[config.mk]
export PLATFORM = sky130hd
export DESIGN_NAME = decode_stage
export DESIGN_NICKNAME = d
export VERILOG_FILES = /design/src/rtl/decode_pkg.sv /design/src/rtl/decode_comb.sv /design/src/rtl/decode_stage.sv
export SDC_FILE = /design/constraint.sdc
export NUM_CORES = 1
export LEC_CHECK = 0
export ABC_AREA = 0
export BUFFER_PORTS_ARGS = -buffer_cell sky130_fd_sc_hd__buf_2
export CORE_MARGIN = 8
export CORE_UTILIZATION = 45
export CTS_BUF_LIST = sky130_fd_sc_hd__clkbuf_2
export DETAILED_ROUTE_END_ITERATION = 6
export GPL_TIMING_DRIVEN = 0
export PLACE_DENSITY_LB_ADDON = 0.1
export SLEW_MARGIN = 15
export SYNTH_ARGS = -nofsm -noshare
export SYNTH_HDL_FRONTEND = slang
export SYNTH_SLANG_ARGS = --single-unit
[constraint.sdc]
create_clock -name clk -period 2.1 [get_ports clk]
set_clock_uncertainty 0.05 [all_clocks]
set_input_delay 0 -clock clk [delete_from_list [all_inputs] [get_ports clk]]
set_output_delay 0 -clock clk [all_outputs]
set_load 0.05 [all_outputs]
[src/rtl/decode_pkg.sv]
// Shared types for the decode stage: op-class enum, base opcode constants,
// instruction-format helper and the decoded-bundle struct.
package decode_pkg;

    // Op class reported with every decoded bundle.
    typedef enum logic [3:0] {
        OpNone   = 4'd0,
        OpReg    = 4'd1,
        OpImm    = 4'd2,
        OpLoad   = 4'd3,
        OpStore  = 4'd4,
        OpBranch = 4'd5,
        OpJal    = 4'd6,
        OpJalr   = 4'd7,
        OpLui    = 4'd8,
        OpAuipc  = 4'd9
    } op_class_e;

    // Instruction encoding format, derived from the op class.
    typedef enum logic [2:0] {
        FmtNone = 3'd0,
        FmtR    = 3'd1,
        FmtI    = 3'd2,
        FmtS    = 3'd3,
        FmtB    = 3'd4,
        FmtU    = 3'd5,
        FmtJ    = 3'd6
    } inst_fmt_e;

    localparam logic [6:0] OpcodeOp     = 7'b0110011;
    localparam logic [6:0] OpcodeOpImm  = 7'b0010011;
    localparam logic [6:0] OpcodeLoad   = 7'b0000011;
    localparam logic [6:0] OpcodeStore  = 7'b0100011;
    localparam logic [6:0] OpcodeBranch = 7'b1100011;
    localparam logic [6:0] OpcodeJal    = 7'b1101111;
    localparam logic [6:0] OpcodeJalr   = 7'b1100111;
    localparam logic [6:0] OpcodeLui    = 7'b0110111;
    localparam logic [6:0] OpcodeAuipc  = 7'b0010111;

    // Fixed-width part of a decoded bundle. The XLEN-wide pc and immediate
    // travel beside it because a package cannot be parameterised.
    typedef struct packed {
        op_class_e   op;
        logic [4:0]  rs1;
        logic [4:0]  rs2;
        logic [4:0]  rd;
        logic        rd_we;
        logic [2:0]  funct3;
        logic [6:0]  funct7;
        logic        illegal;
    } decode_bundle_t;

    // Map an op class onto the format that governs its fields.
    function automatic inst_fmt_e op_format(input op_class_e op);
        inst_fmt_e fmt;
        case (op)
            OpReg:                  fmt = FmtR;
            OpImm, OpLoad, OpJalr:  fmt = FmtI;
            OpStore:                fmt = FmtS;
            OpBranch:               fmt = FmtB;
            OpLui, OpAuipc:         fmt = FmtU;
            OpJal:                  fmt = FmtJ;
            default:                fmt = FmtNone;
        endcase
        return fmt;
    endfunction

endpackage

[src/rtl/decode_comb.sv]
// Purely combinational instruction decoder: 32-bit instruction in, decoded
// bundle plus XLEN-wide immediate out.
// Optional reserved-encoding detection is built when DECODE_ILLEGAL_EN is
// defined; otherwise the illegal flag is a constant 0.
module decode_comb
    import decode_pkg::*;
#(
    parameter int unsigned XLEN = 32
) (
    input  logic [31:0]     inst,
    output decode_bundle_t  bundle,
    output logic [XLEN-1:0] imm
);

    logic [6:0]         opcode;
    logic [2:0]         funct3_raw;
    logic [6:0]         funct7_raw;
    op_class_e          op;
    inst_fmt_e          fmt;
    logic               use_rs1;
    logic               use_rs2;
    logic               use_rd;
    logic signed [11:0] imm_i;
    logic signed [11:0] imm_s;
    logic signed [12:0] imm_b;
    logic signed [20:0] imm_j;
    logic signed [31:0] imm_u;
    logic               illegal;

    assign opcode     = inst[6:0];
    assign funct3_raw = inst[14:12];
    assign funct7_raw = inst[31:25];

    // Classify the full 7-bit opcode into an op class.
    always_comb begin
        op = OpNone;
        case (opcode)
            OpcodeOp:     op = OpReg;
            OpcodeOpImm:  op = OpImm;
            OpcodeLoad:   op = OpLoad;
            OpcodeStore:  op = OpStore;
            OpcodeBranch: op = OpBranch;
            OpcodeJal:    op = OpJal;
            OpcodeJalr:   op = OpJalr;
            OpcodeLui:    op = OpLui;
            OpcodeAuipc:  op = OpAuipc;
            default:      op = OpNone;
        endcase
    end

    assign fmt     = op_format(op);
    assign use_rs1 = fmt inside {FmtR, FmtI, FmtS, FmtB};
    assign use_rs2 = fmt inside {FmtR, FmtS, FmtB};
    assign use_rd  = fmt inside {FmtR, FmtI, FmtJ, FmtU};

    // Assemble every immediate shape, then sign-extend the one for this format.
    always_comb begin
        imm_i = inst[31:20];
        imm_s = {inst[31:25], inst[11:7]};
        imm_b = {inst[31], inst[7], inst[30:25], inst[11:8], 1'b0};
        imm_j = {inst[31], inst[19:12], inst[20], inst[30:21], 1'b0};
        imm_u = {inst[31:12], 12'b0};
        case (fmt)
            FmtI:    imm = XLEN'(imm_i);
            FmtS:    imm = XLEN'(imm_s);
            FmtB:    imm = XLEN'(imm_b);
            FmtJ:    imm = XLEN'(imm_j);
            FmtU:    imm = XLEN'(imm_u);
            default: imm = '0;
        endcase
    end

    // Register specifiers, write enable and function codes of the bundle.
    always_comb begin
        bundle        = '0;
        bundle.op     = op;
        bundle.rs1    = use_rs1 ? inst[19:15] : 5'd0;
        bundle.rs2    = use_rs2 ? inst[24:20] : 5'd0;
        bundle.rd     = use_rd  ? inst[11:7]  : 5'd0;
        bundle.rd_we  = use_rd && (inst[11:7] != 5'd0);
        bundle.funct3 = (use_rs1) ? funct3_raw : 3'd0;
        // funct7 only carries meaning for register ops and immediate shifts.
        if ((op == OpReg) ||
            ((op == OpImm) && ((funct3_raw == 3'b001) || (funct3_raw == 3'b101)))) begin
            bundle.funct7 = funct7_raw;
        end
        bundle.illegal = illegal;
    end

`ifdef DECODE_ILLEGAL_EN
    // Flag unknown opcodes, compressed encodings and reserved funct fields.
    always_comb begin
        illegal = 1'b0;
        case (op)
            OpNone: illegal = 1'b1;
            OpReg: begin
                illegal = !((funct7_raw == 7'h00) ||
                            ((funct7_raw == 7'h20) &&
                             ((funct3_raw == 3'b000) || (funct3_raw == 3'b101))));
            end
            OpImm: begin
                // RV64 shift amounts spill into funct7[0].
                if (funct3_raw == 3'b001) begin
                    illegal = (funct7_raw[6:1] != 6'd0) || ((XLEN == 32) && funct7_raw[0]);
                end else if (funct3_raw == 3'b101) begin
                    illegal = ({funct7_raw[6], funct7_raw[4:1]} != 5'd0) ||
                              ((XLEN == 32) && funct7_raw[0]);
                end
            end
            OpLoad: begin
                illegal = (funct3_raw == 3'b111) ||
                          ((XLEN == 32) && ((funct3_raw == 3'b011) || (funct3_raw == 3'b110)));
            end
            OpStore:  illegal = funct3_raw[2] || ((XLEN == 32) && (funct3_raw == 3'b011));
            OpBranch: illegal = (funct3_raw == 3'b010) || (funct3_raw == 3'b011);
            OpJalr:   illegal = (funct3_raw != 3'b000);
            default:  illegal = 1'b0;
        endcase
        if (inst[1:0] != 2'b11) begin
            illegal = 1'b1;
        end
    end
`else
    assign illegal = 1'b0;
`endif

endmodule

[src/rtl/decode_stage.sv]
// Decode stage: decodes the incoming instruction combinationally and buffers
// {pc, imm, fields} in a DEPTH-entry FIFO with valid/ready on both sides.
// Build option: DECODE_ILLEGAL_EN enables reserved-encoding detection in
// decode_comb; without it out_illegal is constant 0.
module decode_stage
    import decode_pkg::*;
#(
    parameter int unsigned XLEN  = 32,  // 32 or 64
    parameter int unsigned DEPTH = 2    // power of two, >= 2
) (
    input  logic            clk,
    input  logic            rst_n,
    input  logic            flush,
    input  logic            in_valid,
    output logic            in_ready,
    input  logic [31:0]     in_inst,
    input  logic [XLEN-1:0] in_pc,
    output logic            out_valid,
    input  logic            out_ready,
    output logic [XLEN-1:0] out_pc,
    output logic [4:0]      out_rs1,
    output logic [4:0]      out_rs2,
    output logic [4:0]      out_rd,
    output logic            out_rd_we,
    output logic [XLEN-1:0] out_imm,
    output logic [2:0]      out_funct3,
    output logic [6:0]      out_funct7,
    output op_class_e       out_op,
    output logic            out_illegal
);

    localparam int unsigned PtrW = $clog2(DEPTH);
    localparam int unsigned CntW = $clog2(DEPTH + 1);

    decode_bundle_t  dec_bundle;
    logic [XLEN-1:0] dec_imm;

    logic [PtrW-1:0] wr_ptr_q, wr_ptr_d;
    logic [PtrW-1:0] rd_ptr_q, rd_ptr_d;
    logic [CntW-1:0] count_q, count_d;
    logic            full;
    logic            empty;
    logic            push;
    logic            pop;

    logic [XLEN-1:0] pc_mem_q     [DEPTH];
    logic [XLEN-1:0] imm_mem_q    [DEPTH];
    decode_bundle_t  fields_mem_q [DEPTH];
    decode_bundle_t  head;

    decode_comb #(
        .XLEN (XLEN)
    ) u_decode_comb (
        .inst   (in_inst),
        .bundle (dec_bundle),
        .imm    (dec_imm)
    );

    assign full      = (count_q == CntW'(DEPTH));
    assign empty     = (count_q == '0);
    assign in_ready  = !full;
    assign out_valid = !empty;
    // A flushed cycle must not leave its input behind in the buffer.
    assign push      = in_valid && in_ready && !flush;
    assign pop       = out_valid && out_ready;

    // Next pointer and occupancy; pointers wrap naturally since DEPTH is 2^n.
    always_comb begin
        wr_ptr_d = wr_ptr_q;
        rd_ptr_d = rd_ptr_q;
        count_d  = count_q;
        if (flush) begin
            wr_ptr_d = '0;
            rd_ptr_d = '0;
            count_d  = '0;
        end else begin
            if (push) begin
                wr_ptr_d = wr_ptr_q + 1'b1;
            end
            if (pop) begin
                rd_ptr_d = rd_ptr_q + 1'b1;
            end
            case ({push, pop})
                2'b10:   count_d = count_q + 1'b1;
                2'b01:   count_d = count_q - 1'b1;
                default: count_d = count_q;
            endcase
        end
    end

    // Pointer and occupancy registers.
    always_ff @(posedge clk or negedge rst_n) begin
        if (!rst_n) begin
            wr_ptr_q <= '0;
            rd_ptr_q <= '0;
            count_q  <= '0;
        end else begin
            wr_ptr_q <= wr_ptr_d;
            rd_ptr_q <= rd_ptr_d;
            count_q  <= count_d;
        end
    end

    // Payload storage; cleared on reset so every output field reads zero.
    always_ff @(posedge clk or negedge rst_n) begin
        if (!rst_n) begin
            for (int i = 0; i < int'(DEPTH); i++) begin
                pc_mem_q[i]     <= '0;
                imm_mem_q[i]    <= '0;
                fields_mem_q[i] <= '0;
            end
        end else if (push) begin
            pc_mem_q[wr_ptr_q]     <= in_pc;
            imm_mem_q[wr_ptr_q]    <= dec_imm;
            fields_mem_q[wr_ptr_q] <= dec_bundle;
        end
    end

    // Present the head entry; it stays put until popped.
    always_comb begin
        head        = fields_mem_q[rd_ptr_q];
        out_pc      = pc_mem_q[rd_ptr_q];
        out_imm     = imm_mem_q[rd_ptr_q];
        out_rs1     = head.rs1;
        out_rs2     = head.rs2;
        out_rd      = head.rd;
        out_rd_we   = head.rd_we;
        out_funct3  = head.funct3;
        out_funct7  = head.funct7;
        out_op      = head.op;
        out_illegal = head.illegal;
    end

endmodule

After elaboration in Yosys (flattened, before gate mapping)
Memory sizes are Yosys's and may differ from the RTL's.
Index checks and enable logic that the tools add are counted.
{"block": "op_classes", "add_sub_neg": 4, "magnitude_cmp": 3, "eq_ne": 22, "mux": 29, "n_bitwise": 2, "n_reduce_logical": 19}
{"operator": "$mux W32", "n": 7}
{"operator": "$pmux W32 S5", "n": 1}
{"operator": "$bwmux W64", "n": 2}
{"operator": "$mux W31", "n": 4}
{"operator": "$bwmux W62", "n": 1}
{"operator": "$pmux W4 S9", "n": 1}
{"operator": "$demux W32 S1", "n": 1}
{"operator": "$demux W31 S1", "n": 1}
{"operator": "$eq A7 B6 Y1 const B", "n": 3}
{"operator": "$eq A7 B7 Y1 const B", "n": 3}
{"operator": "$mux W5", "n": 3}
{"operator": "$eq A7 B5 Y1 const B", "n": 2}
{"operator": "$eq A3 B3 Y1 const B", "n": 4}
{"operator": "$reduce_bool A4 Y1", "n": 2}
{"operator": "$eq A7 B2 Y1 const B", "n": 1}
{"operator": "$mux W7", "n": 1}
{"operator": "$eq A3 B1 Y1 const B", "n": 2}
{"operator": "$eq A3 B2 Y1 const B", "n": 2}
{"operator": "$logic_and A1 B1 Y1", "n": 6}
{"operator": "$reduce_bool A3 Y1", "n": 2}
{"operator": "$reduce_bool A5 Y1", "n": 1}
{"operator": "$eq A2 B2 Y1 const B", "n": 2}
{"operator": "$eq A4 B1 Y1 const B", "n": 1}
{"operator": "$eq A4 B2 Y1 const B", "n": 1}
{"operator": "15 further kinds", "n": 25}
{"block": "word_totals", "ff_bits": 194, "mem_bits_ro": 48, "in_bits": 69, "out_inout_bits": 97, "wordCells": 103, "n_memories": 1}
{"memory": "(no name shown)", "depth": 16, "word_bits": 3, "rd": 1, "rd_clocked_by_memory_dff": 0, "write_ports": 0, "line_no": "decode_pkg.sv:56", "source": "case (op)"}

Logic depth before layout (Yosys ltp)
Gate-level depths: netlist of run 1.
{"block": "logic_depth", "ltp_word": 7, "mapped_depth": 8, "ltp_nobuf": 5}

Hierarchy
A second synthesis of run 1 with hierarchy kept.
{"block": "hier_totals", "hier_cells": 702, "hier_area_um2": 9450.3}
{"module": "decode_stage", "n_inst": 1, "cells_per_inst": 531, "area_each_um2": 8389.3, "seq_area_each_um2": 4854.7}
{"module": "decode_comb", "n_inst": 1, "cells_per_inst": 171, "area_each_um2": 1061.0, "seq_area_each_um2": 0.0}

Least setup slack after synthesis of run 1
No wires, ideal clock.
{"block": "synth_path", "path_type": "reg2reg", "start": "register count_q[1]", "end": "register imm_mem_q[19] (netlist name)", "setup_time_ns": 0.126, "arrival_ns": 1.673, "required_ns": 1.924, "slack_ns": 0.251, "stages_incl_launch_ff": 7, "path_buffers": 2, "synth_period_minus_slack_ns": 1.849, "cell_sequence": "dfrtp_1 > nor2b_2 > inv_2 > nand3_1 > buf_4 > buf_4 > a221o_1"}
{"block": "synth_via", "elab_chain_len": 4}
{"element": "start, declared", "line_no": "decode_stage.sv:40", "source": "logic [CntW-1:0] count_q, count_d;"}
{"element": "start signal, assigned", "line_no": "decode_stage.sv:100", "source": "count_q <= count_d;"}
{"element": "$eq A2 B2 Y1", "line_no": "decode_stage.sv:59", "source": "assign full = (count_q == CntW'(DEPTH));"}
{"element": "$logic_not A1 Y1", "line_no": "decode_stage.sv:61", "source": "assign in_ready = !full;"}
{"element": "net in_ready", "line_no": "decode_stage.sv:15", "source": "output logic in_ready,"}
{"element": "$logic_and A1 B1 Y1 (2 in series)", "line_no": "decode_stage.sv:64", "source": "assign push = in_valid && in_ready && !flush;"}
{"element": "end signal, assigned by index", "line_no": "decode_stage.sv:114", "source": "imm_mem_q[wr_ptr_q] <= dec_imm;"}
{"element": "end, declared", "line_no": "decode_stage.sv:47", "source": "logic [XLEN-1:0] imm_mem_q [DEPTH];"}
The timed path passes the listed nets, and every way through them passes these cells.
A chain may end at the register's enable or synchronous reset.

Final worst setup path of run 1
{"block": "layout_path", "start": "register rd_ptr_q", "end": "output out_pc[5]"}
{"block": "layout_via", "elab_chain_len": 4}
{"element": "start, declared", "line_no": "decode_stage.sv:39", "source": "logic [PtrW-1:0] rd_ptr_q, rd_ptr_d;"}
{"element": "start signal, assigned", "line_no": "decode_stage.sv:99", "source": "rd_ptr_q <= rd_ptr_d;"}
{"element": "$not A1 Y2 (not written as such)", "line_no": "decode_stage.sv:122", "source": "out_pc = pc_mem_q[rd_ptr_q];"}
{"element": "$mux W32 (not written as such) (3 in series)", "line_no": "decode_stage.sv:122"}
{"element": "end, declared", "line_no": "decode_stage.sv:20", "source": "output logic [XLEN-1:0] out_pc,"}
No other way between the ends. The select of a mux whose other input is x is not followed.

==> results of run 1 <==
report_power, final:
group / internal, mW / total [mW] / switching (mW) / leakage, nW
clock: 0.817 / 2.14 / 1.32 / 0.167
combinational: 1.49 / 3.56 / 2.07 / 3.55
sequential: 4.25 / 4.55 / 0.299 / 2.51
sequential cells by signal, summed over array words and instances (netlist names):
signal / count
pc_mem_q: 64
count_q: 2
rd_ptr_q: 1
wr_ptr_q: 1
imm_mem_q: 64
fields_mem_q: 60
timing repair:
item                                    in CTS  in global routing
resized for setup                          209                 41
hold buffers                               137                  0
hold endpoints to repair                   382                  0
gates cloned                                 0                  3
pin swaps                                    0                  1
endpoints found under the setup margin     106                119
buffers inserted                             5                  1
area by class of cell:
cell class,count,area [µm²],share of cell area (%)
diodes,2,5.005,0.03903
plain buffers,56,429.2,3.347
clock buffers,19,95.09,0.7415
clock inverters,13,196.4,1.532
inverters,5,18.77,0.1464
multi-input cells,619,3984,31.07
flip-flops and latches,192,4806,37.48
well taps,265,331.6,2.586
repair buffers,311,2958,23.07
synthesized netlist by cell type, types with 5 or more instances:
| cell type | n |
|---|---|
| buf_2 | 29 |
| a21oi_1 | 44 |
| a22o_1 | 24 |
| nor3_1 | 6 |
| buf_4 | 7 |
| nor2_1 | 34 |
| nand3_1 | 7 |
| o21ai_0 | 30 |
| mux2i_1 | 18 |
| dfrtp_1 | 192 |
| a221o_1 | 16 |
| nand2_1 | 272 |
| clkbuf_1 | 15 |
| nand2b_1 | 5 |
| mux2_2 | 104 |
| buf_1 | 5 |
metrics by stage:
stage | TNS, ns | area, µm² | hold WS [ns] | total power [mW]
floorplan | 0 | 9001 | -0.3456 | 6.616
detailed placement | -0.6596 | 10210 | -0.08801 | 7.365
CTS | -7.020 | 12590 | 0.004527 | 10.14
finish | -1.572 | 12820 | 0.08682 | 10.25
global placement | -444.80 | 10150 | 0.1604 | 7.316
global route | -12.53 | 12820 | 0.03613 | 10.76
logic make-up (layout without fill, tap and decap cells):
| group | after synthesis | in the layout | synth area share [%] |
|---|---|---|---|
| compound gates | 135 | 135 | 10.40 |
| xor+xnor | 3 | 3 | 0.2920 |
| buf+inv | 62 | 404 | 3.364 |
| flops | 192 | 192 | 53.38 |
| mux | 122 | 122 | 15.01 |
| other cells | 1 | 3 | 0.04166 |
| simple gates | 358 | 358 | 17.51 |
worst max-delay path, stage by stage, from the launching register on:
cell and delay [ns]:
dfrtp_2 0.49, buf_12 0.18, buf_12 0.15, mux2_2 0.36, buf_6 0.16
metal layers:
metal | track usage [%] | routed length [µm]
met5 | 0 | 0
met4 | 6.664 | 382
met3 | 4.469 | 1412
met2 | 37.23 | 13860
met1 | 30.42 | 12290
worst paths after layout:
check	from	to	slack, ns
setup / recovery	rd_ptr_q	out_pc[5]	-0.05
hold / removal	in_valid	count_q[0]	0.09
setup reg to reg	count_q[1]	fields_mem_q[48]	0.12
hold reg to reg	pc_mem_q[30]	pc_mem_q[30]	0.46
max in group asynchronous	rst_n	pc_mem_q[63]	1.35
min in group asynchronous	rst_n	pc_mem_q[25]	0.29
==> impl_metrics.env, run 1 <==
export IMPL_grt_max_degree=69
export IMPL_nets=1271
export IMPL_core_area_um2=19530
export IMPL_cts_tree="yes"
export IMPL_clk_pin_slew_ns=0.27
export IMPL_tightest_slew_ns=0.7245
export IMPL_fillers=1571
export IMPL_dp_hpwl_um=18130
export IMPL_max_cap_violations=0
export IMPL_track_usage_pct=22.87
export IMPL_place_gp_congestion=0.9042
export IMPL_synthCells=873
export IMPL_layout_commonest_cell="nand2_1"
export IMPL_dp_cells=1303
export IMPL_start_util_pct=46.10
export IMPL_cp_start_kind="flip-flop"
export IMPL_synth_cell_types=53
export IMPL_clock_fmax_mhz=465.8
export IMPL_dr_pass1_iters=5
export IMPL_clk_latency_ns=0.75
export IMPL_syn_nets=942
export IMPL_synth_edf_count=0
export IMPL_violations="setup timing"
export IMPL_rows=51
export IMPL_final_period_utilization_pct=102.2
export IMPL_finalSetupViolCount=72
export IMPL_synth_top_cell_area_share_pct=53.38
export IMPL_h_tree_depth=4
export IMPL_drive_gt1_share_pct=31.28
export IMPL_vias=7782
export IMPL_antenna_found_initial=1
export IMPL_hold_viol_final=0
export IMPL_cp_end_kind="output port"
export IMPL_most_common_layout_cells="nand2_1 (272), dfrtp_1 (191), dlygate4sd3_1 (135)"
export IMPL_status="complete, but fails checks"
export IMPL_via_per_inst=5.251
export IMPL_synthArstFlopShare_pct=100.0
export IMPL_pre_cts_ws_ns=-0.07987
export IMPL_grt_pass1_vias=8141
export IMPL_synth_seq_cells=192
export IMPL_synth_warnings=0
export IMPL_wl_per_cell_um=18.86
export IMPL_cp_arrival_ns=2.10
export IMPL_irDropWorstVdd_uv=420.1
export IMPL_drcViolationCount=0
export IMPL_die_y_um=157.4
export IMPL_port_buffers=163
export IMPL_slew_limit_headroom_pct=51.70
export IMPL_p_leak_nw=6.224
export IMPL_hold_class="primary input to flip-flop"
export IMPL_ios=166
export IMPL_area_growth_pct=42.47
export IMPL_post_route_util_pct=65.67
export IMPL_ys_seq_area_share_pct=53.38
export IMPL_clockBufferDepth=2
export IMPL_drt_wl_total_um=27950
export IMPL_slew_violations=0
export IMPL_ff2ff_path_depth=8
export IMPL_overflow=0
export IMPL_ctsRootBufferMaster="clkbuf_2"
export IMPL_hold_depth=4
export IMPL_die_x_um=157.4
export IMPL_cp_max_fo=10
export IMPL_die_area_um2=24780
export IMPL_yosysTopAreaCell="dfrtp_1"
export IMPL_grt_setup_unrepaired="true"
export IMPL_clock_sinks=192
export IMPL_cp_required_ns=2.05
export IMPL_ys_top_cells_by_area="dfrtp_1 (53%), mux2_2 (13%), nand2_1 (11%)"
export IMPL_grt_pass1_wl_um=44240
export IMPL_worstSetupPathType="flip-flop to output port"
export IMPL_power_density_nw_per_um2=799.3
export IMPL_worst_slack_ns=-0.04697
export IMPL_antenna_left=0
export IMPL_drtIter0Drc=505
export IMPL_stdcell_count=1482
export IMPL_avgSynthCellArea_um2=10.31
export IMPL_ys_flop_type="dfrtp_1"
export IMPL_layout_min_cycle_time_ns=2.147
export IMPL_cts_buffers=17
export IMPL_syn_area_um2=9001
No activity file was read; power rests on OpenSTA's default activity.
==> inputs of run 2 (changes only) <==
--- a/config.mk
+++ b/config.mk
@@ -13,6 +13,7 @@
 export DETAILED_ROUTE_END_ITERATION = 6
 export GPL_TIMING_DRIVEN = 0
 export PLACE_DENSITY_LB_ADDON = 0.1
+export RECOVER_POWER = 25
 export SLEW_MARGIN = 15
 export SYNTH_ARGS = -nofsm -noshare
 export SYNTH_HDL_FRONTEND = slang
==> run 2 against run 1 <==
Effect of this change:
- die area is the same
- critical path depth unchanged
- via count rose by 0.62%
- the run ends with slew limit, setup timing left
- critical endpoint is now out_imm[8]
- combinational power about the same
- fmax hardly changed
- setup slack worse by 0.0012 ns
- routed wire length grew 0.29%
- non-clock buffer count did not move
- final area fell by 0.60%
- clock power barely moved
- critical path type unchanged
- sequential power about the same
- sequential share of layout area up 0.22 points
==> impl_metrics.env, run 2 (same netlist as run 1, synthesis figures left out) <==
export IMPL_status="complete, but fails checks"
export IMPL_violations="slew limit, setup timing"
export IMPL_dr_pass1_iters=5
export IMPL_clock_sinks=192
export IMPL_die_y_um=157.4
export IMPL_drive_gt1_share_pct=31.19
export IMPL_drtIter0Drc=530
export IMPL_power_density_nw_per_um2=802.6
export IMPL_place_gp_congestion=0.9042
export IMPL_finalSetupViolCount=73
export IMPL_drt_wl_total_um=28030
export IMPL_area_growth_pct=41.62
export IMPL_cp_required_ns=2.05
export IMPL_drcViolationCount=0
export IMPL_routed_top_layer="met4"
export IMPL_via_per_inst=5.283
export IMPL_track_usage_pct=22.87
export IMPL_wl_per_cell_um=18.91
export IMPL_grt_pass1_vias=8141
export IMPL_antenna_found_initial=1
export IMPL_clock_fmax_mhz=465.5
export IMPL_ios=166
export IMPL_dr_wl_met3_um=1378
export IMPL_total_power_mw=10.23
export IMPL_cts_tree="yes"
export IMPL_clk_pin_slew_ns=0.27
export IMPL_clockBufferDepth=2
export IMPL_hold_viol_final=0
export IMPL_final_period_utilization_pct=102.3
export IMPL_ctsRootBufferMaster="clkbuf_2"
export IMPL_grt_pass1_wl_um=44240
export IMPL_clk_latency_ns=0.75
export IMPL_grt_setup_unrepaired="true"
export IMPL_most_common_layout_cells="nand2_1 (272), dfrtp_1 (191), dlygate4sd3_1 (135)"
export IMPL_port_buffers=163
export IMPL_tightest_slew_ns=1.506
export IMPL_irDropWorstVdd_uv=420.1
export IMPL_cp_arrival_ns=2.10
export IMPL_rows=51
export IMPL_antenna_left=0
export IMPL_layout_min_cycle_time_ns=2.148
export IMPL_worst_slack_ns=-0.04820
export IMPL_slew_violations=67
export IMPL_die_area_um2=24780
export IMPL_cp_start_kind="flip-flop"
export IMPL_overflow=0
export IMPL_cts_buffers=17
export IMPL_met1_length_um=12340
export IMPL_start_util_pct=46.10
export IMPL_reg_largest_list="imm_mem_q x64, pc_mem_q x64, fields_mem_q x60"
export IMPL_post_route_util_pct=65.28
export IMPL_cp_end_kind="output port"
export IMPL_core_area_um2=19530
export IMPL_hold_ws_ns=0.08337
export IMPL_pre_cts_ws_ns=-0.07987
export IMPL_nets=1271
export IMPL_vias=7830
export IMPL_h_tree_depth=4
export IMPL_wl_met2_um=13920
export IMPL_max_cap_violations=0
export IMPL_hold_class="primary input to flip-flop"
export IMPL_p_leak_nw=6.192
export IMPL_grt_max_degree=69
export IMPL_die_x_um=157.4
export IMPL_fin_setup_tns_ns=-1.661
export IMPL_slew_limit_headroom_pct=-0.3809
export IMPL_cp_max_fo=10
export IMPL_layout_commonest_cell="nand2_1"
export IMPL_worstSetupPathType="flip-flop to output port"
export IMPL_dp_hpwl_um=18130
==> run 2: changes by cell type in the layout (fill, tap and decap cells not counted), sizes merged <==
cell	previous run	this run
buf	214	211
clkbuf	36	39
==> run 2: path summary, 6_finish.rpt <==
check,end,cells after the start,slack [ns],start
min in group asynchronous,imm_mem_q[13],4,0.62,rst_n
max in group asynchronous,pc_mem_q[63],4,0.22,rst_n
min reg2reg,pc_mem_q[30],2,0.46,pc_mem_q[30]
max,out_imm[8],4,-0.05,rd_ptr_q
max reg2reg,fields_mem_q[48],8,0.12,count_q[1]
min,count_q[0],4,0.08,in_valid
==> run 2: area by class of cell <==
class / count / area (µm²)
tap: 265 / 331.6
clock buffer: 19 / 95.09
timing repair buffer: 311 / 2882
fill: 1581 / 6779
clock inverter: 13 / 196.4
buffer: 56 / 429.2
multi-input combinational: 619 / 3984
antenna: 2 / 5.005
sequential: 192 / 4806
inverter: 5 / 18.77
==> run 2: worst max-delay path: stages (launching register included) <==
cell	delay, ns
dfrtp_2	0.49
buf_12	0.18
buf_12	0.16
mux2_2	0.35
buf_6	0.16
==> run 2: power by group <==
group	internal, mW	switching [mW]	leakage (nW)	total, mW
registers	4.25	0.299	2.51	4.55
clock network	0.817	1.32	0.167	2.14
logic	1.47	2.07	3.52	3.54
total	6.54	3.69	6.19	10.2
==> run 2: stage by stage <==
step           instances  instance area [µm²]
3_5_place_dp        1303                10210
4_1_cts             1476                12590
5_1_grt             1481                12740
2_1_floorplan        873                 9001
3_3_place_gp        1301                10150
6_report            1482                12750
==> run 2: per-layer routing <==
metal / global-route usage, % / vias up
met5: 0 / -
met4: 6.664 / 0
met3: 4.469 / 32
met2: 37.23 / 233
met1: 30.42 / 3910
li1: - / 3655
==> run 2: what timing repair did <==
item                                    4_1_cts  5_1_grt
gates resized for setup                     209       41
endpoints found under the hold margin       382        0
gates cloned                                  0        3
pin swaps                                     0        1
hold buffers                                137        0
buffers inserted                              5        1
endpoints found under the setup margin      106      119
